--- config.mk ---
export PLATFORM = sky130hd
export DESIGN_NAME = wb_sched_flat
export DESIGN_NICKNAME = d
export VERILOG_FILES = /design/src/rtl/wb_pkg.sv /design/src/rtl/wb_sched_if.sv /design/src/rtl/rr_arbiter.sv /design/src/rtl/wb_sched.sv /design/src/flat_wrapper.sv
export SDC_FILE = /design/constraint.sdc
export NUM_CORES = 1
export LEC_CHECK = 0
export BUFFER_PORTS_ARGS = -buffer_cell sky130_fd_sc_hd__buf_2
export CORE_MARGIN = 1
export CORE_UTILIZATION = 44
export DETAILED_ROUTE_END_ITERATION = 10
export HOLD_SLACK_MARGIN = 0.06
export PLACE_DENSITY = 0.92
export SYNTH_ARGS = -nofsm -noshare
export SYNTH_HDL_FRONTEND = slang
export SYNTH_SLANG_ARGS = --single-unit
--- constraint.sdc ---
create_clock -name clk -period 2.35 [get_ports clk]
set_input_delay 0.235 -clock clk [delete_from_list [all_inputs] [get_ports clk]]
set_output_delay 0.235 -clock clk [all_outputs]
set_load 0.1 [all_outputs]
--- src/rtl/wb_pkg.sv ---
// Shared constants for the write-back scheduler: default sizes, register-file geometry
// and requester index assignments.
package wb_pkg;

    localparam int unsigned DEF_NREQ = 3;
    localparam int unsigned DEF_XLEN = 32;
    localparam int unsigned REG_AW   = 5;
    localparam int unsigned NREGS    = 32;

    localparam int unsigned REQ_ALU  = 0;
    localparam int unsigned REQ_LOAD = 1;
    localparam int unsigned REQ_MUL  = 2;

endpackage

--- src/rtl/wb_sched_if.sv ---
// Write-back scheduler bus: requester handshakes, issue reservation, scoreboard and the
// registered register-file write port. master = requesters/decode side, slave = scheduler.
interface wb_sched_if import wb_pkg::*; #(
    parameter int unsigned NREQ = DEF_NREQ,
    parameter int unsigned XLEN = DEF_XLEN
) ();

    logic [NREQ-1:0]        req_valid;
    logic [REG_AW*NREQ-1:0] req_rd;
    logic [XLEN*NREQ-1:0]   req_data;
    logic [NREQ-1:0]        req_ready;
    logic                   wb_hold;
    logic                   issue_valid;
    logic [REG_AW-1:0]      issue_rd;
    logic                   issue_ready;
    logic [NREGS-1:0]       busy;
    logic                   regwrite;
    logic [REG_AW-1:0]      write_reg;
    logic [XLEN-1:0]        write_data;

    modport master (
        output req_valid, req_rd, req_data, wb_hold, issue_valid, issue_rd,
        input  req_ready, issue_ready, busy, regwrite, write_reg, write_data
    );

    modport slave (
        input  req_valid, req_rd, req_data, wb_hold, issue_valid, issue_rd,
        output req_ready, issue_ready, busy, regwrite, write_reg, write_data
    );

endinterface

--- src/rtl/rr_arbiter.sv ---
// One-hot grant arbiter. With WB_SCHED_RR_EN defined it is round-robin (search starts after
// the last grant); otherwise it is fixed priority with the lowest index winning.
module rr_arbiter #(
    parameter int unsigned NREQ = 3
) (
`ifdef WB_SCHED_RR_EN
    input  logic            clk,
    input  logic            reset,
`endif
    input  logic [NREQ-1:0] req,
    input  logic            hold,
    output logic [NREQ-1:0] grant
);

    logic found;

`ifdef WB_SCHED_RR_EN
    localparam int unsigned PW = (NREQ > 1) ? $clog2(NREQ) : 1;

    logic [PW-1:0] ptr_q, ptr_d;
    int unsigned   idx;

    // Every grant is accepted (grants only go to valid requesters), so the pointer
    // follows the grant directly.
    always_comb begin
        grant = '0;
        ptr_d = ptr_q;
        found = 1'b0;
        idx   = 0;
        if (!hold) begin
            for (int unsigned i = 1; i <= NREQ; i++) begin
                idx = (32'(ptr_q) + i) % NREQ;
                if (!found && req[idx]) begin
                    grant[idx] = 1'b1;
                    ptr_d      = PW'(idx);
                    found      = 1'b1;
                end
            end
        end
    end

    always_ff @(posedge clk) begin
        if (reset) begin
            ptr_q <= PW'(NREQ - 1);
        end else begin
            ptr_q <= ptr_d;
        end
    end
`else
    always_comb begin
        grant = '0;
        found = 1'b0;
        if (!hold) begin
            for (int unsigned i = 0; i < NREQ; i++) begin
                if (!found && req[i]) begin
                    grant[i] = 1'b1;
                    found    = 1'b1;
                end
            end
        end
    end
`endif

endmodule

--- src/rtl/wb_sched.sv ---
// Write-back scheduler: arbitrates result requesters onto one register-file write port and
// keeps the destination-register scoreboard. Optional macro: WB_SCHED_RR_EN (round-robin).
module wb_sched import wb_pkg::*; #(
    parameter int unsigned NREQ = DEF_NREQ,
    parameter int unsigned XLEN = DEF_XLEN
) (
    input logic       clk,
    input logic       reset,
    wb_sched_if.slave bus
);

    logic [NREQ-1:0]   grant;
    logic              accept;
    logic [REG_AW-1:0] sel_rd;
    logic [XLEN-1:0]   sel_data;

    logic              regwrite_q;
    logic [REG_AW-1:0] write_reg_q;
    logic [XLEN-1:0]   write_data_q;
    logic [NREGS-1:0]  busy_q, busy_d;

    // Reset doubles as a hold so nothing is granted while it is asserted.
    rr_arbiter #(
        .NREQ (NREQ)
    ) u_arb (
`ifdef WB_SCHED_RR_EN
        .clk   (clk),
        .reset (reset),
`endif
        .req   (bus.req_valid),
        .hold  (bus.wb_hold | reset),
        .grant (grant)
    );

    assign bus.req_ready = grant;
    assign accept        = |grant;

    always_comb begin
        sel_rd   = '0;
        sel_data = '0;
        for (int unsigned i = 0; i < NREQ; i++) begin
            if (grant[i]) begin
                sel_rd   = sel_rd | bus.req_rd[REG_AW*i +: REG_AW];
                sel_data = sel_data | bus.req_data[XLEN*i +: XLEN];
            end
        end
    end

    assign bus.issue_ready = reset || (bus.issue_rd == '0) || !busy_q[bus.issue_rd];

    // Clear from the retiring write first so a same-edge reservation of that register wins.
    always_comb begin
        busy_d = busy_q;
        if (regwrite_q) begin
            busy_d[write_reg_q] = 1'b0;
        end
        if (bus.issue_valid && bus.issue_ready && (bus.issue_rd != '0)) begin
            busy_d[bus.issue_rd] = 1'b1;
        end
        busy_d[0] = 1'b0;
    end

    always_ff @(posedge clk) begin
        if (reset) begin
            regwrite_q   <= 1'b0;
            write_reg_q  <= '0;
            write_data_q <= '0;
            busy_q       <= '0;
        end else begin
            regwrite_q <= accept && (sel_rd != '0);
            if (accept) begin
                write_reg_q  <= sel_rd;
                write_data_q <= sel_data;
            end
            busy_q <= busy_d;
        end
    end

    assign bus.regwrite   = regwrite_q;
    assign bus.write_reg  = write_reg_q;
    assign bus.write_data = write_data_q;
    assign bus.busy       = busy_q;

endmodule

--- src/flat_wrapper.sv ---
// flat-port wrapper written by rule: the top's interface ports become plain ports
module wb_sched_flat import wb_pkg::*;
#(
    parameter int unsigned NREQ = DEF_NREQ,
    parameter int unsigned XLEN = DEF_XLEN
)
  (clk, reset, bus_req_valid, bus_req_rd, bus_req_data, bus_wb_hold, bus_issue_valid, bus_issue_rd, bus_req_ready, bus_issue_ready, bus_busy, bus_regwrite, bus_write_reg, bus_write_data);
  wb_sched_if #(.NREQ(NREQ), .XLEN(XLEN)) bus_i ();
  input logic clk;
  input logic reset;
  input wire logic [$bits(bus_i.req_valid)-1:0] bus_req_valid;
  input wire logic [$bits(bus_i.req_rd)-1:0] bus_req_rd;
  input wire logic [$bits(bus_i.req_data)-1:0] bus_req_data;
  input wire logic [$bits(bus_i.wb_hold)-1:0] bus_wb_hold;
  input wire logic [$bits(bus_i.issue_valid)-1:0] bus_issue_valid;
  input wire logic [$bits(bus_i.issue_rd)-1:0] bus_issue_rd;
  output wire logic [$bits(bus_i.req_ready)-1:0] bus_req_ready;
  output wire logic [$bits(bus_i.issue_ready)-1:0] bus_issue_ready;
  output wire logic [$bits(bus_i.busy)-1:0] bus_busy;
  output wire logic [$bits(bus_i.regwrite)-1:0] bus_regwrite;
  output wire logic [$bits(bus_i.write_reg)-1:0] bus_write_reg;
  output wire logic [$bits(bus_i.write_data)-1:0] bus_write_data;
  assign bus_i.req_valid = bus_req_valid;
  assign bus_i.req_rd = bus_req_rd;
  assign bus_i.req_data = bus_req_data;
  assign bus_i.wb_hold = bus_wb_hold;
  assign bus_i.issue_valid = bus_issue_valid;
  assign bus_i.issue_rd = bus_issue_rd;
  assign bus_req_ready = bus_i.req_ready;
  assign bus_issue_ready = bus_i.issue_ready;
  assign bus_busy = bus_i.busy;
  assign bus_regwrite = bus_i.regwrite;
  assign bus_write_reg = bus_i.write_reg;
  assign bus_write_data = bus_i.write_data;
  wb_sched #(.NREQ(NREQ), .XLEN(XLEN)) u_core (.clk(clk), .reset(reset), .bus(bus_i));
endmodule
==> impl_metrics.yaml <==
outcome:
  outcome: "complete, no violations"
global_routing:
  antenna_found_initial: 0
  grt_pass1_vias: 4042
  grt_pass1_wl_mm: 19.5
  grt_start_max_net_pins: 50
  grt_usage: 0.304
  grt-ovfl-total: 0
yosys:
  ys.warnings.count: 0
  syn_avg_cell_area_sq_um: 8.55
  syn-num-nets: 520
  synthTopCellsByArea: "dfxtp_1 41%, a222oi_1 11%, nand2_1 6.7%, a21oi_1 5.9%, o21ai_0 4.6%"
  synth_cell_types: 43
  syn_area_sq_um: 3390
  ys_seq_area_frac: 0.407
  synth-seq-cells: 69
  syn_inst: 397
  yosys_most_used_dff: "dfxtp_1"
  yosysTopAreaCellShare: 0.407
  synth_edf_count: 0
  synth_top_cell_by_area: "dfxtp_1"
  async_reset_ff_frac: 0
power:
  p_switching_mw: 1.04
  power_density_nw_per_um2: 623
  switching_share: 0.353
  p_total_mw: 2.93
  ir_worst_vdd_mv: 0.326
  comb_power_share: 0.243
  p_clk_frac: 0.332
  power.share.sequential: 0.425
  p_int_mw: 1.89
  p_leak_nw: 2.06
clocking:
  post_cts_buffers: 0
  cts_sinks: 69
  cts_buffer_depth: 2
  htreeDepth: 3
  cts_tree: "done"
  cts.clk_slew.worst_paths_ns: 0.08
  post_cts_resized: 0
  insertion_delay_ns: 0.35
  root_buffer: "clkbuf_8"
  hold_buffers: 0
  cts_inserted_buffers: 9
critical_path:
  r2r_slack_ns: 0.54
  rr_endpoint: "u_core.bus.busy[23]"
  required_ns: 2.12
  reg2reg_depth: 5
  end_kind: "output port"
  cp.arrival_ns: 2.00
  critPathKind: "reg -> out"
  path_max_fanout: 4
  r2r-start: "u_core.bus.busy[7]"
  start_kind: "flop"
routing:
  vias: 4064
  drc: 0
  totalWireLength_mm: 12.0
  wl_per_cell_um: 17.6
  drtAntennaViolNets: 0
  drt_iter0_drc: 497
  viasPerCell: 5.95
  dr.pass1.iters: 11
place:
  placed_area_sq_um: 4510
  port_buffers: 195
  place_hpwl_mm: 9.23
  gp_congestion: 0.941
floorplan:
  rows: 31
  dieWidth_um: 89.8
  start_util: 0.460
  die_h_um: 89.8
  ios: 197
  core_area_sq_um: 7370
  die_area_sq_um: 8070
layout:
  regArea_sq_um: 1380
  largest_reg_flops: 32
  final_cell_mix: "191 x buf_2, 69 x dfxtp_1, 61 x nand2_1"
  post-route-cell-area_sq_um: 4710
  nNetsFinal: 702
  syn_to_final_growth_pct: 38.7
  drive_gt1_frac: 0.397
  nFillCells: 661
  layout_commonest_cell: "buf_2"
  n_antenna_cell: 0
  multi_input_area_sq_um: 1890
  final_util: 0.639
run:
  drv_cap: 0
timing:
  slew_viol_final: 0
  period_needed_ns: 2.23
  hold_violations: 0
  clock.fmax_mhz: 448
  skew_ns: 0.0112
  worst_pin_slew_ns: 0.543
  rsz0062_at_grt: "no"
  maxSlewHeadroom: 0.638
  setup_viol: 0
  period_share: 0.950
worst_hold_path:
  hold_end: "u_core.bus.regwrite"
  min_path_type: "in -> reg"
  whs_path_depth: 3
  holdCritStartpoint: "bus_req_rd[5]"
[cell type report]
type,instances,area share
multi-input combinational,293,0.401
sequential,69,0.293
inverter,1,0.000797
clock inverter,7,0.0159
timing repair buffer,205,0.236
clock buffer,9,0.0263
tap,99,0.0263
[routing by layer]
metal	GRT usage	share of wire	vias up	wire [um]
met1	0.347	0.39	1892	4670
met2	0.522	0.49	256	5900
met3	0.0584	0.073	43	878
met5	0	0	-	0
li1	-	-	1873	-
met4	0.187	0.046	0	548
[metrics by stage]
stage | setup WS [ns] | std cells | hold slack (ns) | setup TNS, ns
floorplan | -0.0331 | 397 | 0.388 | -0.0331
global placement | 0.199 | 667 | 0.440 | 0
detailed placement | 0.191 | 667 | 0.443 | 0
CTS | 0.117 | 683 | 0.140 | 0
global route | 0.0421 | 683 | 0.171 | 0
finish | 0.118 | 683 | 0.153 | 0
[worst max-delay path by stage]
stage / start / end / cells after the start
final: u_core.bus.busy[7] / bus_issue_ready / 5
after global routing: bus_issue_rd[0] / bus_issue_ready / 7
after CTS: u_core.bus.busy[7] / bus_issue_ready / 5
after detailed placement: bus_issue_rd[0] / bus_issue_ready / 6
after global placement: bus_issue_rd[0] / bus_issue_ready / 6
after floorplan: u_core.bus.busy[7] / bus_issue_ready / 4
[power by group through the flow]
stage | clock (mW) | combinational (mW) | sequential [mW]
2_1_floorplan | 0 | 0.210 | 1.56
3_3_place_gp | 0 | 0.697 | 1.27
3_5_place_dp | 0 | 0.708 | 1.27
4_1_cts | 0.989 | 0.710 | 1.24
5_1_grt | 1.04 | 0.748 | 1.25
6_report | 0.973 | 0.713 | 1.24
[cell usage after synthesis, drive strengths merged (7+ instances only)]
cell / n
dfxtp: 69
nand3b: 20
a222oi: 37
o21ai: 45
clkbuf: 25
nand3: 7
buf: 9
nand2: 61
mux2i: 13
a21oi: 40
o31ai: 7
nor2b: 16
[logic make-up after synthesis]
group,count (synthesis),share of synthesized area
other,1,0.00111
AND/OR/NAND/NOR,139,0.223
AO/OA/AOI/OAI,139,0.279
flip-flops,69,0.407
buffers and inverters,35,0.0450
multiplexers,14,0.0450
[critical path, stage by stage (launching register included)]
cell and delay, ns:
dfxtp_1 0.34, mux4_2 0.46, nor2b_4 0.15, a2111oi_4 0.30, a31o_4 0.22, buf_12 0.17
No activity file was read; power rests on OpenSTA's default activity.
